**config.mk**
```make
export PLATFORM = sky130hd
export DESIGN_NAME = shapool_job_loader
export DESIGN_NICKNAME = d
export VERILOG_FILES = /design/src/rtl/shapool_job_loader.sv
export SDC_FILE = /design/constraint.sdc
export NUM_CORES = 1
export LEC_CHECK = 0
export CORE_MARGIN = 5
export CORE_UTILIZATION = 45
export CTS_BUF_LIST = sky130_fd_sc_hd__clkbuf_2 sky130_fd_sc_hd__clkbuf_4 sky130_fd_sc_hd__clkbuf_8
export CTS_CLUSTER_SIZE = 30
export DETAILED_ROUTE_END_ITERATION = 8
export PLACE_DENSITY = 0.86
export SLEW_MARGIN = 20
export SYNTH_ARGS = -nofsm -noshare
export SYNTH_HDL_FRONTEND = slang
export SYNTH_SLANG_ARGS = --single-unit
```
**constraint.sdc**
```tcl
create_clock -name clk -period 4.93 [get_ports clk]
set_input_delay 0.493 -clock clk [delete_from_list [all_inputs] [get_ports clk]]
set_output_delay 0.493 -clock clk [all_outputs]
set_load 0.03 [all_outputs]
```
**src/rtl/shapool_job_loader.sv**
```systemverilog
// Job front-end for shapool: assembles a 46-byte job stream, sequences the core reset, captures the result.
// One byte per cycle in LOAD, a single ARM stall cycle, then RUN until success, timeout or a new byte (abort).
module shapool_job_loader #(
    parameter int          TIMEOUT_W      = 32,
    parameter int unsigned TIMEOUT_CYCLES = 0
) (
    input  logic         clk,
    input  logic         reset,
    input  logic [7:0]   in_data,
    input  logic         in_valid,
    output logic         in_ready,
    output logic [255:0] sha_state,
    output logic [95:0]  message_head,
    output logic [7:0]   difficulty,
    output logic [7:0]   nonce_start_MSB,
    output logic         core_reset,
    input  logic         core_success,
    input  logic [31:0]  core_nonce,
    output logic         result_valid,
    output logic         result_found,
    output logic [31:0]  result_nonce,
    output logic         busy
);

    typedef enum logic [1:0] {S_LOAD, S_ARM, S_RUN, S_DONE} state_t;

    localparam bit                   TIMEOUT_EN = (TIMEOUT_CYCLES != 0);
    localparam logic [TIMEOUT_W-1:0] RUN_LIMIT  = TIMEOUT_W'(TIMEOUT_CYCLES - 32'd1);

    state_t               state;
    state_t               state_next;
    logic [5:0]           count;
    logic [TIMEOUT_W-1:0] run_count;
    logic                 accept;
    logic                 timed_out;

    assign accept    = in_valid && in_ready;
    assign timed_out = TIMEOUT_EN && (run_count == RUN_LIMIT);

    always_ff @(posedge clk) begin
        if (reset) begin
            state <= S_LOAD;
        end else begin
            state <= state_next;
        end
    end

    always_comb begin
        state_next = state;
        in_ready   = (state != S_ARM);
        busy       = (state == S_ARM) || (state == S_RUN);
        case (state)
            S_LOAD: if (accept && count == 6'd45) state_next = S_ARM;
            S_ARM:  state_next = S_RUN;
            S_RUN: begin
                if (accept)                         state_next = S_LOAD;
                else if (core_success || timed_out) state_next = S_DONE;
            end
            S_DONE: if (accept) state_next = S_LOAD;
            default: state_next = S_LOAD;
        endcase
    end

    always_ff @(posedge clk) begin
        if (reset) begin
            count           <= '0;
            run_count       <= '0;
            sha_state       <= '0;
            message_head    <= '0;
            difficulty      <= '0;
            nonce_start_MSB <= '0;
            core_reset      <= 1'b1;
            result_valid    <= 1'b0;
            result_found    <= 1'b0;
            result_nonce    <= '0;
        end else begin
            case (state)
                S_LOAD: begin
                    if (accept) begin
                        for (int i = 0; i < 32; i++)
                            if (count == 6'(i)) sha_state[8*(31-i) +: 8] <= in_data;
                        for (int i = 0; i < 12; i++)
                            if (count == 6'(32 + i)) message_head[8*(11-i) +: 8] <= in_data;
                        if (count == 6'd44) difficulty      <= in_data;
                        if (count == 6'd45) nonce_start_MSB <= in_data;
                        count <= (count == 6'd45) ? 6'd0 : count + 6'd1;
                    end
                end
                S_ARM: begin
                    run_count  <= '0;
                    core_reset <= 1'b0;
                end
                S_RUN, S_DONE: begin
                    if (state == S_RUN) run_count <= run_count + 1'b1;
                    // A new byte always wins: it restarts the job as byte 0 and drops any result.
                    if (accept) begin
                        sha_state[255:248] <= in_data;
                        count              <= 6'd1;
                        core_reset         <= 1'b1;
                        result_valid       <= 1'b0;
                        result_found       <= 1'b0;
                        result_nonce       <= '0;
                    end else if (state == S_RUN && core_success) begin
                        core_reset   <= 1'b1;
                        result_valid <= 1'b1;
                        result_found <= 1'b1;
                        result_nonce <= core_nonce;
                    end else if (state == S_RUN && timed_out) begin
                        core_reset   <= 1'b1;
                        result_valid <= 1'b1;
                        result_found <= 1'b0;
                        result_nonce <= '0;
                    end
                end
                default: ;
            endcase
        end
    end

endmodule

```
# After elaboration in Yosys (flattened, before gate mapping)
# Cells that the tools add are included.
[classes]
n_addsub = 1
mul = 0
div_mod_pow = 0
magnitude_cmp = 0
n_eq_ne = 56
n_shift = 0
n_mux = 50
bitwise = 0
n_reduce_logical = 60
[ops]
columns = ["cell", "n"]
rows = [
  ["$mux 8", 33],
  ["$mux 256", 1],
  ["$reduce_and 3->1", 47],
  ["$eq 6x5->1 const B", 16],
  ["$eq 6x6->1 const B", 14],
  ["$mux 32", 2],
  ["$eq 6x4->1 const B", 8],
  ["$eq 6x3->1 const B", 4],
  ["$mux 6", 3],
  ["$pmux 8 s2", 1],
  ["$eq 6x2->1 const B", 2],
  ["$pmux 6 s2", 1],
  ["$ne 2x2->1 const B", 5],
  ["$mux 2", 4],
  ["$pmux 2 s4", 1],
  ["$add 6x1->6 const B", 1],
  ["$eq 6x1->1 const B", 1],
  ["$logic_not 6->1", 1],
  ["$ne 3x3->1 const B", 2],
  ["$reduce_bool 2->1", 3],
  ["$eq 2x2->1 const B", 2],
  ["$reduce_and 2->1", 2],
  ["$reduce_and 4->1", 1],
  ["$logic_and 1x1->1", 3],
  ["7 further kinds", 9],
]
[word_totals]
regBits = 410
latch_bits = 0
ramBits = 0
mem_bits_ro = 0
input_bits = 44
out_inout_bits = 405
elab_cells = 218
mem_count = 0

# Longest topological paths before layout
# Gate-level depths: netlist of the first run.
[logic_depth]
word_depth = 5
mapped_depth = 9
ltp_nobuf = 6

# Worst setup path before layout of the first run
# No wires, ideal clock.
[synth_timing]
path_type = "register to register"
startpoint = "register state[1]"
endpoint = "register sha_state[222]"
setup_ns = 0.128
t_arrival_ns = 1.852
slack_ns = 2.951
stages_incl_launch_ff = 9
cell_sequence = "dfxtp_1 > inv_1 > ha_1 > nand3b_4 > buf_6 > or4_1 > buf_2 > mux2i_1 > nor2_1"
[synth_between]
elab_chain_len = 3
word_cells_on_any_way = 4
cone_classes = "1 x eq/ne; 3 x reduce/logical"
[synth_rtl]
columns = ["item", "line_no", "rtl"]
rows = [
  ["start, declared", "30", "state_t state;"],
  ["start signal, assigned", "44", "state <= state_next;"],
  ["$ne 2x1->1", "50", "in_ready = (state != S_ARM);"],
  ["$logic_and 1x1->1", "37", "assign accept = in_valid && in_ready;"],
  ["$reduce_and 3->1 (no line) *", "-", ""],
  ["end signal, assigned by index", "81", "if (count == 6'(i)) sha_state[8*(31-i) +: 8] <= in_data;"],
  ["end, declared", "12", "output logic [255:0] sha_state,"],
]
# Mark *: on every way between the ends. The rest lies on a longest branch, timed or not.
# A chain may end at the register's enable or synchronous reset.

# Worst setup path in the final report of the first run
[layout_timing]
startpoint = "register state[0]"
endpoint = "register nonce_start_MSB[7]"
[layout_between]
elab_chain_len = 3
word_cells_on_any_way = 4
cone_classes = "1 x eq/ne; 3 x reduce/logical"
[layout_rtl]
columns = ["item", "line_no", "rtl"]
rows = [
  ["$ne 2x1->1", "50", ""],
  ["$logic_and 1x1->1", "37", ""],
  ["$reduce_and 3->1 (no line) *", "-", ""],
  ["end signal, assigned", "85", "if (count == 6'd45) nonce_start_MSB <= in_data;"],
  ["end, declared", "15", "output logic [7:0] nonce_start_MSB,"],
]
# Marks and branches as above.

==> summary.txt, run 1 <==
Run status
  – Run status: complete, no violations

Global route
  – Aggregate global-route resource usage: 24.6%
  – First-pass GRT wire length: roughly 74 mm
  – Number of global-route vias before repair: 12,500
  – Antenna violations before repair: 0
  – Pin count of the biggest net entering global routing: 190
  – Aggregate global routing overflow: 0

Clocking
  – Number of post-CTS setup repair buffers: 0
  – H-tree levels: 3
  – Worst-Skew Late Latency: 0.60 ns
  – CTS buffer count: 69
  – Clock root buffer: sky130_fd_sc_hd__clkbuf_8
  – PostCTS Resize Cnt: 0
  – # clock sinks: 410
  – Buffers from clock root to sink, at most: 3
  – CTS Hold Bufs: 0
  – Worst-path clk slew: 0.06 ns
  – Clock tree from TritonCTS: done

Min path
  – Hold WC Path Type: primary input to register

Timing
  – Number of setup violations in the final report: 0
  – Final Hold Viols: 0
  – Relative slew slack: roughly 30%
  – Final period utilization: 62.6%
  – Unrepaired setup endpoints after global routing: no
  – Top achievable clock speed: 324 MHz
  – Actual slew at the worst max-slew pin: 1.05 ns
  – Post-layout minimum cycle time: approximately 3 ns
  – Final number of max-transition violations: 0
  – Final Skew: about 0.032 ns
  – Post-Route Setup TNS: 0 ns

Routing
  – Post-DRT Antenna Nets: 0
  – Iteration-0 DRC Markers: 607
  – Total length of routed wires: 49.5 mm
  – Vias per std cell: 5.19
  – Via total after detailed routing: between 10,000 and 15,000
  – DR DRC count: 0
  – Wire per inst: 20.9 µm
  – Total iterations of the first detailed-routing run: 5

Die
  – Die ar.: 38,100 µm²
  – Count of pins on the block boundary: 449
  – Floorplan die height: 195 µm
  – Die width: 195 µm
  – Number of standard-cell rows in the floorplan: 67
  – Standard cell core area: 33,700 µm²
  – Initial core utilization: between 40% and 50%

Job
  – Max_cap viols: 0

Worst setup path
  – Worst Path Max Fanout: 34
  – Startpoint type of the worst setup path: register
  – WP data required: 5.35 ns
  – Category of the most critical setup path: register to register
  – Kind of end point of the critical path: register
  – Critical path data arrival time: 3.51 ns

Cells and area
  – Final antenna diode count: 0
  – Sequential standard cell area: a little over 8000 µm²
  – Number of standard cells in the final layout excluding fillers: approximately 2,400
  – Final net count: 1,932
  – Number of inserted filler cells in the final layout: about 2,600
  – Multi-input gate area in the final layout: 6620 µm²
  – Post-route cell area: approximately 21,000 µm²
  – Layout cells sized above 1: 9.44%
  – Synthesis-to-layout area growth: 39.1%

Synthesis
  – Sequential-to-total area share from yosys stat: 53.2%
  – Post-synthesis average cell area: approximately 10 µm²
  – Syn Nets: ~1,500
  – Unique cell type count in the Yosys netlist: 42
  – Mapped Cells: 1,473
  – FF+latch count, synth: 410
  – YS warnings: 0
  – Synth Cell Area: around 15,000 µm²

Power
  – VDD IR-drop max: 0.251 mV
  – Power density cells: 317 nW/µm²
  – Static leakage: 8.90 nW

Placement
  – Total placed instance area: ~20,000 µm²
  – Placed Cells incl. Taps: about 2,300
  – Buffers added on ports: 448
  – Half-perimeter wire length after placement: 32.2 mm
  – Weighted congestion reported at the end of routability-driven placement: between 0.7 and 0.8
## report_power, final
group | internal, W | total [W] | switching, W
Sequential | 0.00332 | 0.00333 | 0.00000710
Combinational | 0.0000762 | 0.000267 | 0.000191
Clock | 0.00187 | 0.00320 | 0.00133
## cells in the final DEF (no fill, tap or decap), drive strengths merged, types with 12 or more instances in the layout
master and count:
clkdlybuf4s50 439, nor3 24, clkbuf 109, nor2 401
a22oi 32, nand2 12, nand3 17, mux2i 368
or4 12, buf 21, dfxtp 410
## layer usage
layer | vias up | wire (µm) | global-route usage, %
met1 | 5982 | 19700 | 29.0
met5 | - | 0 | 0
met2 | 477 | 23800 | 41.4
met4 | 0 | 1780 | 9.57
li1 | 5753 | - | -
met3 | 108 | 4270 | 8.51
## cells in the mapped netlist (all sizes together)
cell / count / area (µm²)
or3: 1 / 6.26
a21oi: 5 / 25.0
nand2b: 11 / 71.3
and3b: 1 / 8.76
o21ai: 2 / 10.0
o31ai: 2 / 15.0
o32ai: 1 / 8.76
o2111ai: 1 / 8.76
nand3: 17 / 145
buf: 53 / 317
dfxtp: 410 / 8210
nor2: 401 / 1510
a21boi: 1 / 7.51
ha: 8 / 100
o21a: 1 / 7.51
nand4: 1 / 6.26
or4: 12 / 90.1
a22oi: 32 / 240
nand3b: 9 / 83.8
o311ai: 1 / 8.76
inv: 6 / 22.5
nor2b: 5 / 31.3
nor3: 24 / 357
a31oi: 2 / 12.5
xnor2: 4 / 35.0
nor3b: 5 / 47.5
a211o: 3 / 26.3
or2: 1 / 6.26
clkbuf: 71 / 267
mux2i: 368 / 3680
nand2: 12 / 45.0
nor4: 2 / 12.5
## worst paths after layout
kind | start | slack, ns | to | depth (start not counted)
setup / recovery | state[0] | 1.84 | nonce_start_MSB[7] | 6
hold / removal | reset | 0.44 | result_nonce[28] | 2
setup reg to reg | state[0] | 1.84 | nonce_start_MSB[7] | 6
hold reg to reg | sha_state[250] | 0.49 | sha_state[250] | 2
## logic make-up after synthesis
logic type,count (synthesis),synth area share [%]
XOR/XNOR,4,0.227
multiplexers,368,23.9
buffers and inverters,130,3.93
flip-flops,410,53.2
AND/OR/NAND/NOR,502,15.7
adder cells (fa/ha/maj),8,0.649
AO/OA/AOI/OAI,51,2.40
## critical path: stages, from the launching register on
cell and delay, ns:
sky130_fd_sc_hd__dfxtp_1 0.37, sky130_fd_sc_hd__inv_1 0.14, sky130_fd_sc_hd__ha_1 0.37, sky130_fd_sc_hd__nand3b_4 0.63, sky130_fd_sc_hd__nor3_2 1.07, sky130_fd_sc_hd__mux2i_1 0.27, sky130_fd_sc_hd__nor2_1 0.05
## final cells by class
type / count / share of cell area [%]
Clock buffer: 109 / 6.38
Clock inverter: 10 / 0.542
Inverter: 6 / 0.105
Multi-Input combinational cell: 933 / 30.9
Sequential cell: 410 / 38.3
Tap cell: 448 / 2.61
Timing Repair Buffer: 460 / 21.2
## state kept, by name, indices dropped and copies added, names as in the netlist
register,cells
sha_state,256
message_head,96
result_nonce,32
difficulty,8
nonce_start_MSB,8
count,6
state,2
core_reset,1
result_found,1
## per-stage QoR
| stage | setup slack [ns] | util [%] | total power (W) | hold slack, ns |
|---|---|---|---|---|
| finish | 1.84 | 63.6 | 0.00679 | 0.436 |
| global route | 1.59 | 63.6 | 0.00703 | 0.469 |
| CTS | 1.86 | 63.6 | 0.00686 | 0.423 |
| detailed placement | 1.70 | 59.2 | 0.00367 | 0.472 |
| global placement | 1.75 | 59.2 | 0.00367 | 0.464 |
| floorplan | 2.95 | - | 0.00356 | 0.490 |
No activity file was read; power rests on OpenSTA's default activity.
==> inputs of run 2 (changes only) <==
Clock period 4.93 ns to 3 ns, I/O delays scaled along.
==> summary.txt, run 2 (synthesis results as in run 1) <==
Run status
  – Run status: complete, no violations

Clocking
  – CTS Hold Bufs: 0
  – Clock root buffer: sky130_fd_sc_hd__clkbuf_8
  – # clock sinks: 410
  – H-tree levels: 3
  – Buffers from clock root to sink, at most: 3
  – Clock tree from TritonCTS: done
  – CTS buffer count: 70
  – Worst-path clk slew: 0.06 ns
  – PostCTS Resize Cnt: 0
  – Worst-Skew Late Latency: about 0.60 ns
  – Number of post-CTS setup repair buffers: 0

Die
  – Initial core utilization: between 40% and 50%
  – Floorplan die height: about 200 µm
  – Count of pins on the block boundary: 449
  – Die ar.: 38,100 µm²
  – Die width: 195 µm
  – Number of standard-cell rows in the floorplan: 67
  – Standard cell core area: ~34,000 µm²

Min path
  – Cell depth of the worst hold path: 2
  – Hold WC Path Type: primary input to register

Job
  – Max_cap viols: 0

Timing
  – Final Hold Viols: 0
  – Actual slew at the worst max-slew pin: 0.861 ns
  – Number of setup violations in the final report: 0
  – Hold slack final: 0.208 ns
  – Relative slew slack: 42.6%
  – Top achievable clock speed: 385 MHz
  – Post-layout minimum cycle time: 2.60 ns
  – Final number of max-transition violations: 0
  – Final Skew: 0.0172 ns
  – Post-Route Setup TNS: 0 ns
  – Unrepaired setup endpoints after global routing: no
  – Final period utilization: 86.6%

Routing
  – Wire per inst: roughly 21 µm
  – Via total after detailed routing: 12,400
  – DR DRC count: 0
  – Post-DRT Antenna Nets: 0
  – Total length of routed wires: ~50 mm
  – Total iterations of the first detailed-routing run: 5
  – Vias per std cell: 5.20
  – Iteration-0 DRC Markers: 515

Global route
  – Met2 usage: 42.5%
  – Aggregate global routing overflow: 0
  – Pin count of the biggest net entering global routing: 134
  – Global-route layer with the greatest usage: met2
  – Antenna violations before repair: 1
  – M3 GR Usage: 8.10%
  – Number of global-route vias before repair: 12,700
  – Aggregate global-route resource usage: between 20% and 30%
  – First-pass GRT wire length: 75.5 mm
  – GR Util met1: 29.0%

Cells and area
  – Final net count: 1,943
  – Synthesis-to-layout area growth: 39.6%
  – Multi-input gate area in the final layout: 6620 µm²
  – Most common cell after layout, fill and taps aside: sky130_fd_sc_hd__clkdlybuf4s50_1
  – Layout cells sized above 1: 9.81%
  – Sequential standard cell area: 8210 µm²
  – Commonest cells after routing, fill and taps aside: sky130_fd_sc_hd__clkdlybuf4s50_1, sky130_fd_sc_hd__dfxtp_1, sky130_fd_sc_hd__nor2_1
  – Number of inserted filler cells in the final layout: 2,635
  – Final antenna diode count: 0
  – Flip-flop count of the largest register, all copies and words added: 256
  – Registers with the most flip-flops: sha_state (256), message_head (96), result_nonce (32)
  – Register with the most flip-flops: sha_state

Worst setup path
  – Worst reg-to-reg path cell count: 7
  – Worst Path Max Fanout: 13
  – WP data required: 3.45 ns
  – Critical path data arrival time: a little over 3 ns
  – Category of the most critical setup path: register to register
  – Startpoint type of the worst setup path: register
  – Kind of end point of the critical path: register

Power
  – Static leakage: 8.94 nW
  – VDD IR-drop max: 0.360 mV
  – Register share of total power: 49.4%
  – P_sw: 0.00253 W
  – Power density cells: 515 nW/µm²
  – Portion of total power attributed to the clock network: 46.5%
  – Portion of total power attributed to combinational logic: 4.0%
  – Pint: about 0.0085 W
  – Switching part of the total: 22.8%

Placement
  – Buffers added on ports: 448
  – Half-perimeter wire length after placement: ~33 mm
  – Weighted congestion reported at the end of routability-driven placement: approximately 0.83
## run 2: metrics by stage
stage	setup slack [ns]	std cells	util, %	area, µm²	power, W
final	0.403	2384	63.9	21500	0.0111
after global routing	0.271	2384	63.9	21500	0.0115
after CTS	0.424	2384	63.8	21500	0.0112
after detailed placement	0.447	2267	59.5	20100	0.00604
after global placement	0.540	2267	59.5	20100	0.00604
after floorplan	1.02	1473	-	15400	0.00585
## run 2: layout make-up
type	count	area share, %
Sequential cell	410	38.1
Multi-Input combinational cell	933	30.8
Timing Repair Buffer	470	21.6
Clock buffer	104	6.27
Tap cell	448	2.60
Clock inverter	13	0.477
Inverter	6	0.105
## run 2: worst max-delay path, stage by stage, from the launching register on
cell	delay [ns]
sky130_fd_sc_hd__dfxtp_1	0.36
sky130_fd_sc_hd__inv_1	0.14
sky130_fd_sc_hd__ha_1	0.38
sky130_fd_sc_hd__nand3b_4	0.20
sky130_fd_sc_hd__buf_4	0.28
sky130_fd_sc_hd__or4_1	0.75
sky130_fd_sc_hd__mux2i_1	0.27
sky130_fd_sc_hd__nor2_1	0.08
## run 2: power by group through the flow
| stage | logic [W] | registers, W | clock network (W) |
|---|---|---|---|
| after global placement | 0.000444 | 0.00559 | 0 |
| after floorplan | 0.000237 | 0.00562 | 0 |
| after global routing | 0.000475 | 0.00547 | 0.00554 |
| after CTS | 0.000448 | 0.00547 | 0.00528 |
| final | 0.000447 | 0.00547 | 0.00515 |
| after detailed placement | 0.000447 | 0.00559 | 0 |
## run 2: path summary, 6_finish.rpt
path	from	end	slack, ns
max reg2reg	state[0]	sha_state[162]	0.40
min	reset	result_found	0.21
min reg2reg	sha_state[250]	sha_state[250]	0.48
max	state[0]	sha_state[162]	0.40
## run 2: per-layer routing
layer,up-vias,wire [µm]
met5,-,9
met4,2,1880
met3,111,4100
met2,469,24300
met1,6055,19600
li1,5769,-
==> inputs of run 3 (changes only) <==
Settings changed: CELL_PAD_IN_SITES_DETAIL_PLACEMENT from default to 0, CELL_PAD_IN_SITES_GLOBAL_PLACEMENT from default to 2, CORE_MARGIN 5 to default, CORE_UTILIZATION 45 to 30, GPL_ROUTABILITY_DRIVEN from default to 0, PLACE_DENSITY 0.86 to 0.92.
==> summary.txt, run 3 (synthesis results as in run 1) <==
Job
  – Max_cap viols: 0

Routing
  – Vias per std cell: between 4 and 5
  – Post-DRT Antenna Nets: 0
  – Via total after detailed routing: 12,100
  – Wire per inst: 20.4 µm
  – DR DRC count: 0
  – Total length of routed wires: 53.3 mm
  – Total iterations of the first detailed-routing run: 5
  – Iteration-0 DRC Markers: 583

Clocking
  – Clock root buffer: sky130_fd_sc_hd__clkbuf_8
  – Worst-Skew Late Latency: 0.65 ns
  – CTS buffer count: 74
  – PostCTS Resize Cnt: 0
  – CTS Hold Bufs: 0
  – Buffers from clock root to sink, at most: 3
  – Clock tree from TritonCTS: done
  – # clock sinks: 410
  – Worst-path clk slew: roughly 0.06 ns
  – H-tree levels: 3
  – Number of post-CTS setup repair buffers: 0

Worst setup path
  – Worst Path Max Fanout: 13
  – Kind of end point of the critical path: register
  – WP data required: ~3.5 ns
  – Buffers plus inverters on the worst setup path: 1
  – Category of the most critical setup path: register to register
  – Gate family responsible for the most delay along the worst path: simple AND/OR/NAND/NOR gates
  – Startpoint type of the worst setup path: register
  – Crit-path max cell delay: 0.66 ns
  – Cell-by-cell listing of the critical path: inv_1, ha_1, and3b_1, nand3_2, mux2i_1, nor2_1
  – Critical path data arrival time: 3.15 ns
  – Cell with the biggest individual delay on the critical path: sky130_fd_sc_hd__and3b_1

Power
  – Register share of total power: 48.1%
  – VDD IR-drop max: 0.391 mV
  – Switching part of the total: 23.6%
  – Power density cells: 519 nW/µm²
  – Portion of total power attributed to the clock network: 47.7%
  – Static leakage: 9.01 nW
  – Pint: a little under 0.009 W
  – Portion of total power attributed to combinational logic: ~4.2%
  – P_sw: roughly 0.0027 W

Global route
  – Number of global-route vias before repair: 12,000
  – First-pass GRT wire length: around 79 mm
  – Antenna violations before repair: 2
  – Pin count of the biggest net entering global routing: 142
  – Aggregate global routing overflow: 0
  – Aggregate global-route resource usage: 20.0%

Die
  – Initial core utilization: 30.5%
  – Die ar.: 52,300 µm²
  – Floorplan die height: 229 µm
  – Standard cell core area: 50,500 µm²
  – Die width: 229 µm
  – Number of standard-cell rows in the floorplan: 82
  – Count of pins on the block boundary: approximately 450

Timing
  – Final period utilization: 88.8%
  – Post-Route Setup TNS: 0 ns
  – Relative slew slack: a little over a third
  – Final number of max-transition violations: 0
  – Number of setup violations in the final report: 0
  – Final Skew: 0.0272 ns
  – Post-layout minimum cycle time: around 2.7 ns
  – Final Hold Viols: 0
  – Top achievable clock speed: 375 MHz
  – Actual slew at the worst max-slew pin: between 0.9 and 1 ns
  – Unrepaired setup endpoints after global routing: no
  – Crit path setup slack, layout: 0.336 ns

Min path
  – Hold WC Path Type: primary input to register

Cells and area
  – Synthesis-to-layout area growth: 42.2%
  – Register with the most flip-flops: sha_state
  – Most common cell after layout, fill and taps aside: sky130_fd_sc_hd__clkdlybuf4s50_1
  – Final net count: ~1,900
  – Layout cells sized above 1: 10.2%
  – Number of inserted filler cells in the final layout: 4,852
  – Commonest cells after routing, fill and taps aside: sky130_fd_sc_hd__clkdlybuf4s50_1, sky130_fd_sc_hd__dfxtp_1, sky130_fd_sc_hd__nor2_1
  – Final core utilization: 43.4%
  – Registers with the most flip-flops: sha_state (256), message_head (96), result_nonce (32)
  – Post-route cell area: 21,900 µm²
  – Flip-flop count of the largest register, all copies and words added: 256

Placement
  – Buffers added on ports: approximately 450
  – Worst-case setup slack after placement: 0.343 ns
  – Total placed instance area: 20,400 µm²
  – Half-perimeter wire length after placement: 35.3 mm

Run status
  – Run status: complete, no violations
-- run 3: worst reg2reg max path: cells and delay by family, from the launching register on --
| family | cells | cell delay (ns) |
|---|---|---|
| buffers and inverters | 1 | 0.13 |
| flip-flops | 1 | 0.36 |
| multiplexers | 1 | 0.31 |
| adder cells (fa/ha/maj) | 1 | 0.39 |
| AND/OR/NAND/NOR | 3 | 1.33 |
-- run 3: worst paths after layout --
path                  startpoint             end  slack [ns]  cells past startpoint
hold reg to reg   sha_state[249]  sha_state[249]        0.48                      2
hold / removal        in_data[1]  sha_state[249]        0.11                      3
setup / recovery        state[0]  sha_state[244]        0.34                      6
setup reg to reg        state[0]  sha_state[244]        0.34                      6
-- run 3: per-layer routing --
metal	GRT usage (%)	part of all wire (%)	up-vias
met5	0	0	-
met4	7.97	3.2	0
met3	6.06	7.0	96
met2	32.3	47	387
met1	24.7	43	5829
li1	-	-	5802
-- run 3: power by group through the flow --
stage | logic, W | clock network (W) | registers [W]
3_3_place_gp | 0.000484 | 0 | 0.00559
4_1_cts | 0.000489 | 0.00561 | 0.00547
6_report | 0.000481 | 0.00543 | 0.00547
3_5_place_dp | 0.000489 | 0 | 0.00559
2_1_floorplan | 0.000237 | 0 | 0.00562
5_1_grt | 0.000510 | 0.00583 | 0.00547
-- run 3: final cells by class --
class / count / area [µm²] / share of cell area [%]
repair buffers: 472 / 4720 / 21.5
flip-flops and latches: 410 / 8210 / 37.4
well taps: 672 / 841 / 3.84
clock inverters: 10 / 80.1 / 0.365
diodes: 2 / 5.00 / 0.0228
inverters: 6 / 22.5 / 0.103
clock buffers: 114 / 1430 / 6.53
multi-input cells: 933 / 6620 / 30.2
-- run 3: stage by stage --
stage	std cells	power, W	hold WS (ns)
4_1_cts	2617	0.0116	0.0466
2_1_floorplan	1473	0.00585	0.463
3_5_place_dp	2493	0.00608	0.470
6_report	2619	0.0114	0.112
5_1_grt	2619	0.0118	0.0584
3_3_place_gp	2493	0.00608	0.464
